[config.mk]
export PLATFORM = sky130hd
export DESIGN_NAME = door_motor_driver_flat
export DESIGN_NICKNAME = d
export VERILOG_FILES = /design/src/rtl/door_motor_if.sv /design/src/rtl/door_motor_driver.sv /design/src/flat_wrapper.sv
export SDC_FILE = /design/constraint.sdc
export NUM_CORES = 1
export LEC_CHECK = 0
export ABC_CLOCK_PERIOD_IN_PS = 6300
export CAP_MARGIN = 5
export CORE_MARGIN = 5
export CORE_UTILIZATION = 55
export CTS_CLUSTER_DIAMETER = 60
export DETAILED_ROUTE_END_ITERATION = 16
export MAX_ROUTING_LAYER = met4
export PLACE_DENSITY = 0.74
export SYNTH_ARGS = -nofsm -noshare
export SYNTH_HDL_FRONTEND = slang
export SYNTH_SLANG_ARGS = --single-unit
[constraint.sdc]
create_clock -name clk -period 6.3 [get_ports clk]
set_input_delay 1.26 -clock clk [delete_from_list [all_inputs] [get_ports clk]]
set_output_delay 1.26 -clock clk [all_outputs]
set_load 0.01 [all_outputs]
[src/rtl/door_motor_if.sv]
// Command/feedback bundle between the door controller FSM and the motor driver.
interface door_motor_if #(
    parameter int POS_BITS = 10
) ();
    logic                mo;
    logic                mc;
    logic                ms;
    logic                enc_pulse;
    logic                pwm;
    logic                dir;
    logic                brake;
    logic                door_opened;
    logic                door_closed;
    logic                fault;
    logic [POS_BITS-1:0] position;

    // Controller / encoder side
    modport master (
        output mo, mc, ms, enc_pulse,
        input  pwm, dir, brake, door_opened, door_closed, fault, position
    );

    // Motor driver side
    modport slave (
        input  mo, mc, ms, enc_pulse,
        output pwm, dir, brake, door_opened, door_closed, fault, position
    );
endinterface

[src/rtl/door_motor_driver.sv]
// Sliding-door motor driver: ramped PWM, reversal dead time, encoder position
// tracking with limit stop, and sticky stall fault.
module door_motor_driver #(
    parameter int PWM_BITS     = 8,
    parameter int DUTY_MAX     = 255,
    parameter int RAMP_STEP    = 16,
    parameter int RAMP_DIV     = 64,
    parameter int DEAD_CYCLES  = 32,
    parameter int POS_BITS     = 10,
    parameter int POS_OPEN     = 1000,
    parameter int STALL_CYCLES = 4096
) (
    input logic         clk,
    input logic         rst,
    door_motor_if.slave bus
);
    localparam int RW = $clog2(RAMP_DIV + 1);
    localparam int DW = $clog2(DEAD_CYCLES + 1);
    localparam int SW = $clog2(STALL_CYCLES + 1);

    localparam logic [2:0] IDLE  = 3'd0;
    localparam logic [2:0] DEAD  = 3'd1;
    localparam logic [2:0] ACCEL = 3'd2;
    localparam logic [2:0] RUN   = 3'd3;
    localparam logic [2:0] DECEL = 3'd4;
    localparam logic [2:0] FAULT = 3'd5;

    localparam logic [PWM_BITS-1:0] D_MAX  = PWM_BITS'(DUTY_MAX);
    localparam logic [PWM_BITS-1:0] D_STEP = PWM_BITS'(RAMP_STEP);
    localparam logic [POS_BITS-1:0] P_OPEN = POS_BITS'(POS_OPEN);
    localparam logic [RW-1:0]       R_LAST = RW'(RAMP_DIV - 1);
    localparam logic [DW-1:0]       D_LAST = DW'(DEAD_CYCLES - 1);
    localparam logic [SW-1:0]       S_LAST = SW'(STALL_CYCLES - 1);

    logic [2:0]          state, state_n;
    logic [PWM_BITS-1:0] duty, duty_n, cnt, cnt_n;
    logic [RW-1:0]       ramp_cnt, ramp_n;
    logic [DW-1:0]       dead_cnt, dead_n;
    logic [SW-1:0]       stall_cnt, stall_n;
    logic [POS_BITS-1:0] position, pos_n;
    logic                pwm, dir, dir_n, brake, brake_n, fault, fault_n;
    logic                door_opened, door_closed;
    logic                req_valid, req_dir, ramp_tick, limit_hit, stall_hit;
    logic [PWM_BITS:0]   duty_up;

    // mo+mc together means no command; ms is handled separately with top priority
    assign req_valid = bus.mo ^ bus.mc;
    assign req_dir   = bus.mo;
    assign ramp_tick = (ramp_cnt == R_LAST);
    assign duty_up   = {1'b0, duty} + {1'b0, D_STEP};
    assign cnt_n     = cnt + 1'b1;

    // Next-state logic; later overrides implement the event priority order
    always_comb begin
        state_n = state;
        duty_n  = duty;
        dir_n   = dir;
        brake_n = brake;
        fault_n = fault;
        ramp_n  = ramp_cnt;
        dead_n  = dead_cnt;
        stall_n = stall_cnt;
        pos_n   = position;
        case (state)
            IDLE: begin
                duty_n  = '0;
                brake_n = 1'b1;
                // a command toward an already reached limit is dropped
                if (!bus.ms && req_valid && (req_dir ? position != P_OPEN : position != '0)) begin
                    dir_n   = req_dir;
                    brake_n = 1'b0;
                    dead_n  = '0;
                    state_n = DEAD;
                end
            end
            DEAD: begin
                duty_n  = '0;
                brake_n = 1'b0;
                if (bus.ms || !req_valid) begin
                    brake_n = 1'b1;
                    state_n = IDLE;
                end else if (req_dir != dir) begin
                    dir_n  = req_dir;
                    dead_n = '0;
                end else if (dead_cnt == D_LAST) begin
                    ramp_n  = '0;
                    stall_n = '0;
                    state_n = ACCEL;
                end else begin
                    dead_n = dead_cnt + 1'b1;
                end
            end
            ACCEL, RUN: begin
                stall_n = stall_cnt + 1'b1;
                if (bus.ms) begin
                    duty_n  = '0;
                    brake_n = 1'b1;
                    state_n = IDLE;
                end else if (!req_valid || req_dir != dir) begin
                    ramp_n  = '0;
                    state_n = DECEL;
                end else if (state == ACCEL) begin
                    if (ramp_tick) begin
                        ramp_n = '0;
                        if (duty_up >= {1'b0, D_MAX}) begin
                            duty_n  = D_MAX;
                            state_n = RUN;
                        end else begin
                            duty_n = duty_up[PWM_BITS-1:0];
                        end
                    end else begin
                        ramp_n = ramp_cnt + 1'b1;
                    end
                end else begin
                    duty_n = D_MAX;
                end
            end
            DECEL: begin
                if (bus.ms) begin
                    duty_n  = '0;
                    brake_n = 1'b1;
                    state_n = IDLE;
                end else if (duty == '0 || (ramp_tick && duty <= D_STEP)) begin
                    // motor is stopped: reverse, resume, or park
                    duty_n = '0;
                    ramp_n = '0;
                    if (req_valid && req_dir != dir) begin
                        dir_n   = req_dir;
                        dead_n  = '0;
                        brake_n = 1'b0;
                        state_n = DEAD;
                    end else if (req_valid) begin
                        stall_n = '0;
                        state_n = ACCEL;
                    end else begin
                        brake_n = 1'b1;
                        state_n = IDLE;
                    end
                end else if (ramp_tick) begin
                    duty_n = duty - D_STEP;
                    ramp_n = '0;
                end else begin
                    ramp_n = ramp_cnt + 1'b1;
                end
            end
            default: begin
                duty_n  = '0;
                brake_n = 1'b1;
                fault_n = 1'b1;
                state_n = FAULT;
            end
        endcase

        // encoder tracking uses the direction currently driven on the bridge
        if (bus.enc_pulse && state != FAULT) begin
            stall_n = '0;
            if (dir) begin
                if (position != P_OPEN) pos_n = position + 1'b1;
            end else if (position != '0) begin
                pos_n = position - 1'b1;
            end
        end

        limit_hit = bus.enc_pulse && state != FAULT && pos_n != position &&
                    (dir ? pos_n == P_OPEN : pos_n == '0);
        if (limit_hit) begin
            duty_n  = '0;
            brake_n = 1'b1;
            state_n = IDLE;
        end

        stall_hit = (state == ACCEL || state == RUN) && !bus.enc_pulse && stall_cnt == S_LAST;
        if (stall_hit) begin
            duty_n  = '0;
            brake_n = 1'b1;
            fault_n = 1'b1;
            state_n = FAULT;
        end
    end

    // State, counters and registered outputs
    always_ff @(posedge clk or negedge rst) begin
        if (!rst) begin
            state       <= IDLE;
            duty        <= '0;
            cnt         <= '0;
            ramp_cnt    <= '0;
            dead_cnt    <= '0;
            stall_cnt   <= '0;
            position    <= '0;
            pwm         <= 1'b0;
            dir         <= 1'b0;
            brake       <= 1'b1;
            fault       <= 1'b0;
            door_opened <= 1'b0;
            door_closed <= 1'b1;
        end else begin
            state       <= state_n;
            duty        <= duty_n;
            cnt         <= cnt_n;
            ramp_cnt    <= ramp_n;
            dead_cnt    <= dead_n;
            stall_cnt   <= stall_n;
            position    <= pos_n;
            pwm         <= (cnt_n < duty_n);
            dir         <= dir_n;
            brake       <= brake_n;
            fault       <= fault_n;
            door_opened <= (pos_n == P_OPEN);
            door_closed <= (pos_n == '0);
        end
    end

    assign bus.pwm         = pwm;
    assign bus.dir         = dir;
    assign bus.brake       = brake;
    assign bus.fault       = fault;
    assign bus.position    = position;
    assign bus.door_opened = door_opened;
    assign bus.door_closed = door_closed;
endmodule

[src/flat_wrapper.sv]
// flat-port wrapper written by rule: the top's interface ports become plain ports
module door_motor_driver_flat 
#(
    parameter int PWM_BITS     = 8,
    parameter int DUTY_MAX     = 255,
    parameter int RAMP_STEP    = 16,
    parameter int RAMP_DIV     = 64,
    parameter int DEAD_CYCLES  = 32,
    parameter int POS_BITS     = 10,
    parameter int POS_OPEN     = 1000,
    parameter int STALL_CYCLES = 4096
)
  (clk, rst, bus_mo, bus_mc, bus_ms, bus_enc_pulse, bus_pwm, bus_dir, bus_brake, bus_door_opened, bus_door_closed, bus_fault, bus_position);
  door_motor_if #(.POS_BITS(POS_BITS)) bus_i ();
  input logic clk;
  input logic rst;
  input wire logic [$bits(bus_i.mo)-1:0] bus_mo;
  input wire logic [$bits(bus_i.mc)-1:0] bus_mc;
  input wire logic [$bits(bus_i.ms)-1:0] bus_ms;
  input wire logic [$bits(bus_i.enc_pulse)-1:0] bus_enc_pulse;
  output wire logic [$bits(bus_i.pwm)-1:0] bus_pwm;
  output wire logic [$bits(bus_i.dir)-1:0] bus_dir;
  output wire logic [$bits(bus_i.brake)-1:0] bus_brake;
  output wire logic [$bits(bus_i.door_opened)-1:0] bus_door_opened;
  output wire logic [$bits(bus_i.door_closed)-1:0] bus_door_closed;
  output wire logic [$bits(bus_i.fault)-1:0] bus_fault;
  output wire logic [$bits(bus_i.position)-1:0] bus_position;
  assign bus_i.mo = bus_mo;
  assign bus_i.mc = bus_mc;
  assign bus_i.ms = bus_ms;
  assign bus_i.enc_pulse = bus_enc_pulse;
  assign bus_pwm = bus_i.pwm;
  assign bus_dir = bus_i.dir;
  assign bus_brake = bus_i.brake;
  assign bus_door_opened = bus_i.door_opened;
  assign bus_door_closed = bus_i.door_closed;
  assign bus_fault = bus_i.fault;
  assign bus_position = bus_i.position;
  door_motor_driver #(.PWM_BITS(PWM_BITS), .DUTY_MAX(DUTY_MAX), .RAMP_STEP(RAMP_STEP), .RAMP_DIV(RAMP_DIV), .DEAD_CYCLES(DEAD_CYCLES), .POS_BITS(POS_BITS), .POS_OPEN(POS_OPEN), .STALL_CYCLES(STALL_CYCLES)) u_core (.clk(clk), .rst(rst), .bus(bus_i));
endmodule
[After elaboration in Yosys (flattened, before gate mapping)]
Cells that the tools add are included.
Cells by class
  add/subtract/negate cells: 8
  order comparisons: 3
  equal/unequal tests: 40
  muxes and demuxes: 79
  bitwise operators: 1
  reductions and logical operators: 31
Operator list (number)
  $mux W13: 8
  $mux W8: 10
  $mux W7: 9
  $mux W3: 14
  $mux W6: 7
  $mux W10: 4
  $pmux W13 S3: 1
  $reduce_and A7 Y1: 4
  $pmux W7 S3: 1
  $mux W1: 19
  $ne A6 B2 Y1 const B: 3
  $pmux W6 S3: 1
  $pmux W8 S2: 1
  $add A13 B1 Y13 const B: 1
  $eq A13 B12 Y1 const B: 1
  $ne A2 B1 Y1 const B: 6
  $ne A3 B1 Y1 const B: 4
  $ne A3 B3 Y1 const B: 4
  $pmux W3 S4: 1
  $add A10 B1 Y10 const B: 1
  $eq A10 B10 Y1 const B: 1
  $logic_not A10 Y1: 1
  $ne A10 B10 Y1: 1
  $ne A10 B10 Y1 const B: 1
  other kinds (38): 58
Storage, ports and cells
  bits in registers: 61
  bits of input ports: 6
  word-level logic and storage cells: 175

[Longest topological paths before layout]
  word-level depth: 11
  gate-level depth with buffers: 20
  depth with buffers taken out: 17

[Worst setup path after synthesis]
OpenSTA, ideal clock, no wires.
  kind: input-to-reg
  from: in bus_enc_pulse
  to: reg u_core.pwm (netlist: u_core.bus.pwm)
  data arrival time: 4638 ps
  data required time: 6205 ps
  slack: 1566 ps
  cell stages on the path: 17
  path buffers: 3
  cell sequence: clkbuf_1 -> and2_1 -> clkbuf_1 -> nand2_1 -> o32ai_1 -> xnor2_1 -> or4_1 -> o31ai_4 -> buf_6 -> a21o_1 -> ha_1 -> a21o_1 -> a21oi_1 -> nor2b_1 -> nor3_1 -> nand4b_1 -> o31ai_1
Between the ends
  longest elaborated chain between the ends: 8
  elaborated cells between the ends (all ways): 14
Ends and longest elaborated chain
  from (decl): RTL line flat_wrapper.sv:20  | input wire logic [$bits(bus_i.enc_pulse)-1:0] bus_enc_pulse;
  $logic_and A1 B1 Y1 *: RTL line door_motor_driver.sv:155  | if (bus.enc_pulse && state != FAULT) begin
  $mux W10 *: RTL line door_motor_driver.sv:155
  net u_core.pos_n[2]: RTL line door_motor_driver.sv:40  | logic [POS_BITS-1:0] position, pos_n;
  $eq A10 B10 Y1 (tied with other cells): RTL line door_motor_driver.sv:165  | (dir ? pos_n == P_OPEN : pos_n == '0);
  $mux W1 / $logic_and A1 B1 Y1 (equally long branches): RTL line door_motor_driver.sv:165, door_motor_driver.sv:164
  $logic_and A1 B1 Y1 *: RTL line door_motor_driver.sv:164  | limit_hit = bus.enc_pulse && state != FAULT && pos_n != position &&
  $mux W8 *: RTL line door_motor_driver.sv:166  | if (limit_hit) begin
  $mux W8 *: RTL line door_motor_driver.sv:173  | if (stall_hit) begin
  $lt A8 B8 Y1 *: RTL line door_motor_driver.sv:205  | pwm <= (cnt_n < duty_n);
  to (signal assigned): RTL line door_motor_driver.sv:205
  to (decl): RTL line door_motor_driver.sv:41  | logic pwm, dir, dir_n, brake, brake_n, fault, fault_n;
The timed path passes the listed nets; every way through them passes the cells marked *.
A chain may end at the register's enable or synchronous reset.

[Worst setup path after layout]
Same ends and word-level chain as after synthesis.

==> flow_summary.rst <==
.. list-table::
   :header-rows: 1

   * - Metric
     - Value
   * - Buffers on Ports
     - 21
   * - Number of buffers added by the clock tree synthesis step
     - 9
   * - Non-filler cells, final
     - 583
   * - P_leak
     - 1.82 nW
   * - RSZ-0062 raised after global routing
     - no
   * - Sequential fraction of the synthesis area
     - 37.8%
   * - Data required time of the critical path
     - 6540 ps
   * - Core box area
     - 7210 sq um
   * - Average footprint of a synthesized cell
     - 8.67 sq um
   * - Placed Instance Area
     - 4300 sq um
   * - Slew of the pin with the lowest slew margin
     - 925 ps
   * - Nets@finish
     - 503
   * - Area growth from synthesis to final layout
     - 11.6%
   * - Final instance area
     - 4520 sq um
   * - First-pass GRT wire length
     - 16.5 mm
   * - Leading cell type by number of instances after synthesis
     - sky130_fd_sc_hd__dfrtp_1
   * - Largest cells by area after synthesis
     - sky130_fd_sc_hd__dfrtp_1, sky130_fd_sc_hd__ha_1, sky130_fd_sc_hd__nor2_1
   * - Vias in the first global route
     - 3522
   * - Length in cells of the worst reg-to-reg path
     - 15
   * - Final critical-path setup slack
     - 1290 ps
   * - Setup CP Type
     - in -> reg
   * - Wirelength per Cell
     - 16.5 um
   * - Share of final-layout standard cells stronger than drive strength 1
     - 7.44%
   * - Total routed wirelength
     - 9.59 mm
   * - Critical path launch point type
     - input port
   * - Fin Setup TNS
     - 0 ps
   * - Insertion delay to the later sink of the worst-skew pair
     - 340 ps
   * - Hold Fails Final Rpt
     - 0
   * - Global routing usage summed across all routing layers
     - 23.5%
   * - Crit path capture type
     - register
   * - Fraction of power spent switching nets
     - 40.7%
   * - Clk sink count
     - 61
   * - Result of the run
     - finished clean
   * - DRC viols
     - 0
   * - Chip Height
     - 95.8 um
   * - Register share of total power
     - 38.3%
   * - Arrival time of the worst setup path
     - 5250 ps
   * - Clock tree from TritonCTS
     - built
   * - CTS Hold Buffers Added
     - 0
   * - Post-synth design cell area
     - 4050 sq um
   * - Area leader, netlist
     - sky130_fd_sc_hd__dfrtp_1
   * - Maximum frequency from static timing analysis
     - 200 MHz
   * - Cell at the root of the clock tree
     - sky130_fd_sc_hd__clkbuf_8
   * - Number of H-tree branching levels
     - 3
   * - Power density over the cells
     - 333 nW/um^2
   * - Share of flip-flops with an asynchronous set or reset after synthesis
     - 100%
   * - Most frequent cells after synthesis
     - sky130_fd_sc_hd__dfrtp_1, sky130_fd_sc_hd__nor2_1, sky130_fd_sc_hd__nand2_1, sky130_fd_sc_hd__o21ai_0, sky130_fd_sc_hd__a21oi_1
   * - Combinational fraction of design power
     - 35.7%
   * - Share of the clock period used by the worst path
     - 79.5%
   * - Global placer's final weighted congestion
     - 0.952
   * - Nets in the synthesized netlist
     - 491
   * - Design internal power
     - 893 uW
   * - Critical path peak fanout
     - 12
   * - Via total after detailed routing
     - 3637
   * - Worst R2R Setup Slack
     - 1430 ps
   * - Cts repair resizes
     - 0
   * - Headroom to the max-slew limit
     - 37.4%
   * - Hold Worst Slack
     - 497 ps
   * - Largest net degree at the start of global routing
     - 62
   * - Initial antenna violation count
     - 0
   * - Worst min path class
     - reg -> reg
   * - Portion of total power attributed to the clock network
     - 26.0%
   * - Violation count after the first detailed-route iteration
     - 206
   * - Number of max-slew violations in the final report
     - 0
   * - Cells after DPL
     - 567
   * - Initial core utilization
     - 56.1%
   * - Maximum clock skew at final layout
     - 9.03 ps
   * - Flip-flop and latch count after synthesis
     - 61
   * - Gate Count Post-Synth
     - 467
   * - Synth warnings
     - 0
   * - Final setup fails
     - 0
   * - Antenna Violating Nets Remaining
     - 0
   * - Boundary pin count
     - 22
   * - Antenna Cells
     - 0
   * - Cell variety after synth
     - 64
   * - Min Tclk post-route
     - 5010 ps
   * - Register clock-pin slew on the reported worst setup and hold paths
     - 70 ps
   * - Top cell type's share of synthesized area
     - 36.5%
   * - Pre-CTS setup slack
     - 951 ps
   * - Max Root-Sink Buffers
     - 2
   * - Launching element of the worst setup path
     - bus_enc_pulse
   * - Worst VDD drop
     - 265 uV
   * - Setup repair bufs after CTS
     - 0
   * - Initial DRT Pass Iterations
     - 5
   * - Global route overflow
     - 0
   * - Hold worst-path end
     - u_core.cnt[7]
   * - Num rows
     - 31
   * - Final-layout fill cell count
     - 636
   * - Number of vias per cell
     - 6.24
   * - Die Outline Area
     - 9180 sq um
   * - Origin of the worst min-delay path
     - u_core.cnt[7]
   * - Worst r2r dst
     - u_core.bus.pwm
   * - DP HPWL
     - 7.01 mm
   * - Number of enable flip-flop cells after synthesis
     - 0
   * - Die width
     - 95.8 um
   * - Synth Flop Type
     - sky130_fd_sc_hd__dfrtp_1
   * - Reg-to-Reg Start
     - u_core.bus.position[3]
   * - Psw
     - 613 uW
   * - Maximum Capacitance Violations
     - 0
   * - Hold Crit Depth
     - 1
==> worst max-delay path: stages <==
cell and delay, ps:
sky130_fd_sc_hd__clkdlybuf4s50_1 640, sky130_fd_sc_hd__and2_1 420, sky130_fd_sc_hd__nand2_1 160, sky130_fd_sc_hd__o32ai_1 330
sky130_fd_sc_hd__xnor2_1 130, sky130_fd_sc_hd__or4_1 640, sky130_fd_sc_hd__o31ai_4 390, sky130_fd_sc_hd__a21o_1 140
sky130_fd_sc_hd__ha_1 240, sky130_fd_sc_hd__a21o_1 160, sky130_fd_sc_hd__a21oi_1 140, sky130_fd_sc_hd__nor2b_1 60
sky130_fd_sc_hd__nor3_1 200, sky130_fd_sc_hd__nand4b_1 130, sky130_fd_sc_hd__o31ai_1 220
==> kinds of logic after synthesis <==
logic type / Yosys count / share of synthesized area [%]
muxes: 5 / 1.36
adders and majority gates: 18 / 5.56
and+or+nand+nor: 196 / 25.3
AOI/OAI and AO/OA: 124 / 20.9
xor gates and xnor gates: 23 / 4.97
DFF: 61 / 37.8
buffers and inverters: 40 / 4.11
==> through the flow <==
| step | util, % | power, mW |
|---|---|---|
| 6_report | 62.7 | 1.51 |
| 5_1_grt | 62.7 | 1.60 |
| 4_1_cts | 62.7 | 1.51 |
| 3_5_place_dp | 59.6 | 1.11 |
| 3_3_place_gp | 59.6 | 1.11 |
| 2_1_floorplan | - | 0.933 |
==> power groups by stage <==
| stage | sequential [mW] | combinational [mW] | clock [mW] |
|---|---|---|---|
| 4_1_cts | 0.573 | 0.534 | 0.399 |
| 5_1_grt | 0.594 | 0.590 | 0.414 |
| 2_1_floorplan | 0.515 | 0.418 | 0 |
| 6_report | 0.577 | 0.538 | 0.391 |
| 3_3_place_gp | 0.581 | 0.525 | 0 |
| 3_5_place_dp | 0.581 | 0.531 | 0 |
==> cells in the final DEF, fill, tap and decap left out, types with 3 or more instances in the layout <==
cell	count
sky130_fd_sc_hd__dfrtp_1	59
sky130_fd_sc_hd__nor2_1	46
sky130_fd_sc_hd__nand2_1	34
sky130_fd_sc_hd__o21ai_0	31
sky130_fd_sc_hd__a21oi_1	27
sky130_fd_sc_hd__clkdlybuf4s50_1	20
sky130_fd_sc_hd__nand3_1	19
sky130_fd_sc_hd__nor3_1	18
sky130_fd_sc_hd__ha_1	18
sky130_fd_sc_hd__inv_1	17
sky130_fd_sc_hd__or3_1	14
sky130_fd_sc_hd__xnor2_1	14
sky130_fd_sc_hd__and3_1	9
sky130_fd_sc_hd__xor2_1	9
sky130_fd_sc_hd__clkbuf_8	9
sky130_fd_sc_hd__nor2b_1	8
sky130_fd_sc_hd__o31ai_1	8
sky130_fd_sc_hd__nor4_1	7
sky130_fd_sc_hd__or4_1	7
sky130_fd_sc_hd__nand4_1	7
sky130_fd_sc_hd__nand2b_1	5
sky130_fd_sc_hd__or2_2	5
sky130_fd_sc_hd__a31oi_1	5
sky130_fd_sc_hd__o211ai_1	5
sky130_fd_sc_hd__o22ai_1	4
sky130_fd_sc_hd__mux2i_1	4
sky130_fd_sc_hd__a221oi_1	4
sky130_fd_sc_hd__a21o_1	4
sky130_fd_sc_hd__a22oi_1	3
sky130_fd_sc_hd__and4_1	3
sky130_fd_sc_hd__a21boi_0	3
sky130_fd_sc_hd__nand4b_1	3
sky130_fd_sc_hd__a311oi_1	3
sky130_fd_sc_hd__o32ai_1	3
sky130_fd_sc_hd__buf_4	3
==> layout make-up <==
class | count | area (sq um) | share of cell area, %
multi-input cells | 366 | 2350 | 52.1
flip-flops and latches | 61 | 1530 | 33.8
repair buffers | 24 | 228 | 5.04
clock buffers | 9 | 124 | 2.74
well taps | 99 | 124 | 2.74
clock inverters | 7 | 98.8 | 2.19
inverters | 17 | 63.8 | 1.41
==> worst max path at each step <==
stage	depth (start not counted)	end
finish	15	u_core.bus.pwm
global route	15	u_core.bus.pwm
CTS	15	u_core.bus.pwm
detailed placement	15	u_core.bus.pwm
global placement	15	u_core.bus.pwm
floorplan	17	u_core.bus.pwm
==> routing by layer <==
layer / GRT usage, % / part of all wire, % / routed length [um] / vias up
met2: 35.9 / 48 / 4580 / 126
met4: 8.65 / 1.9 / 184 / 0
li1: - / - / - / 1756
met3: 4.93 / 5.2 / 498 / 21
met1: 30.8 / 45 / 4330 / 1734
met5: - / 0 / 0 / -
==> sequential cells by signal (all words and copies together), names as in the netlist <==
register,flops
u_core.ramp_cnt,7
u_core.bus.door_closed,1
u_core.state,3
u_core.cnt,8
u_core.duty,8
u_core.bus.dir,1
u_core.dead_cnt,6
u_core.bus.pwm,1
u_core.bus.door_opened,1
u_core.stall_cnt,13
u_core.bus.brake,1
u_core.bus.fault,1
u_core.bus.position,10
Power figures use the tool's default switching activity.
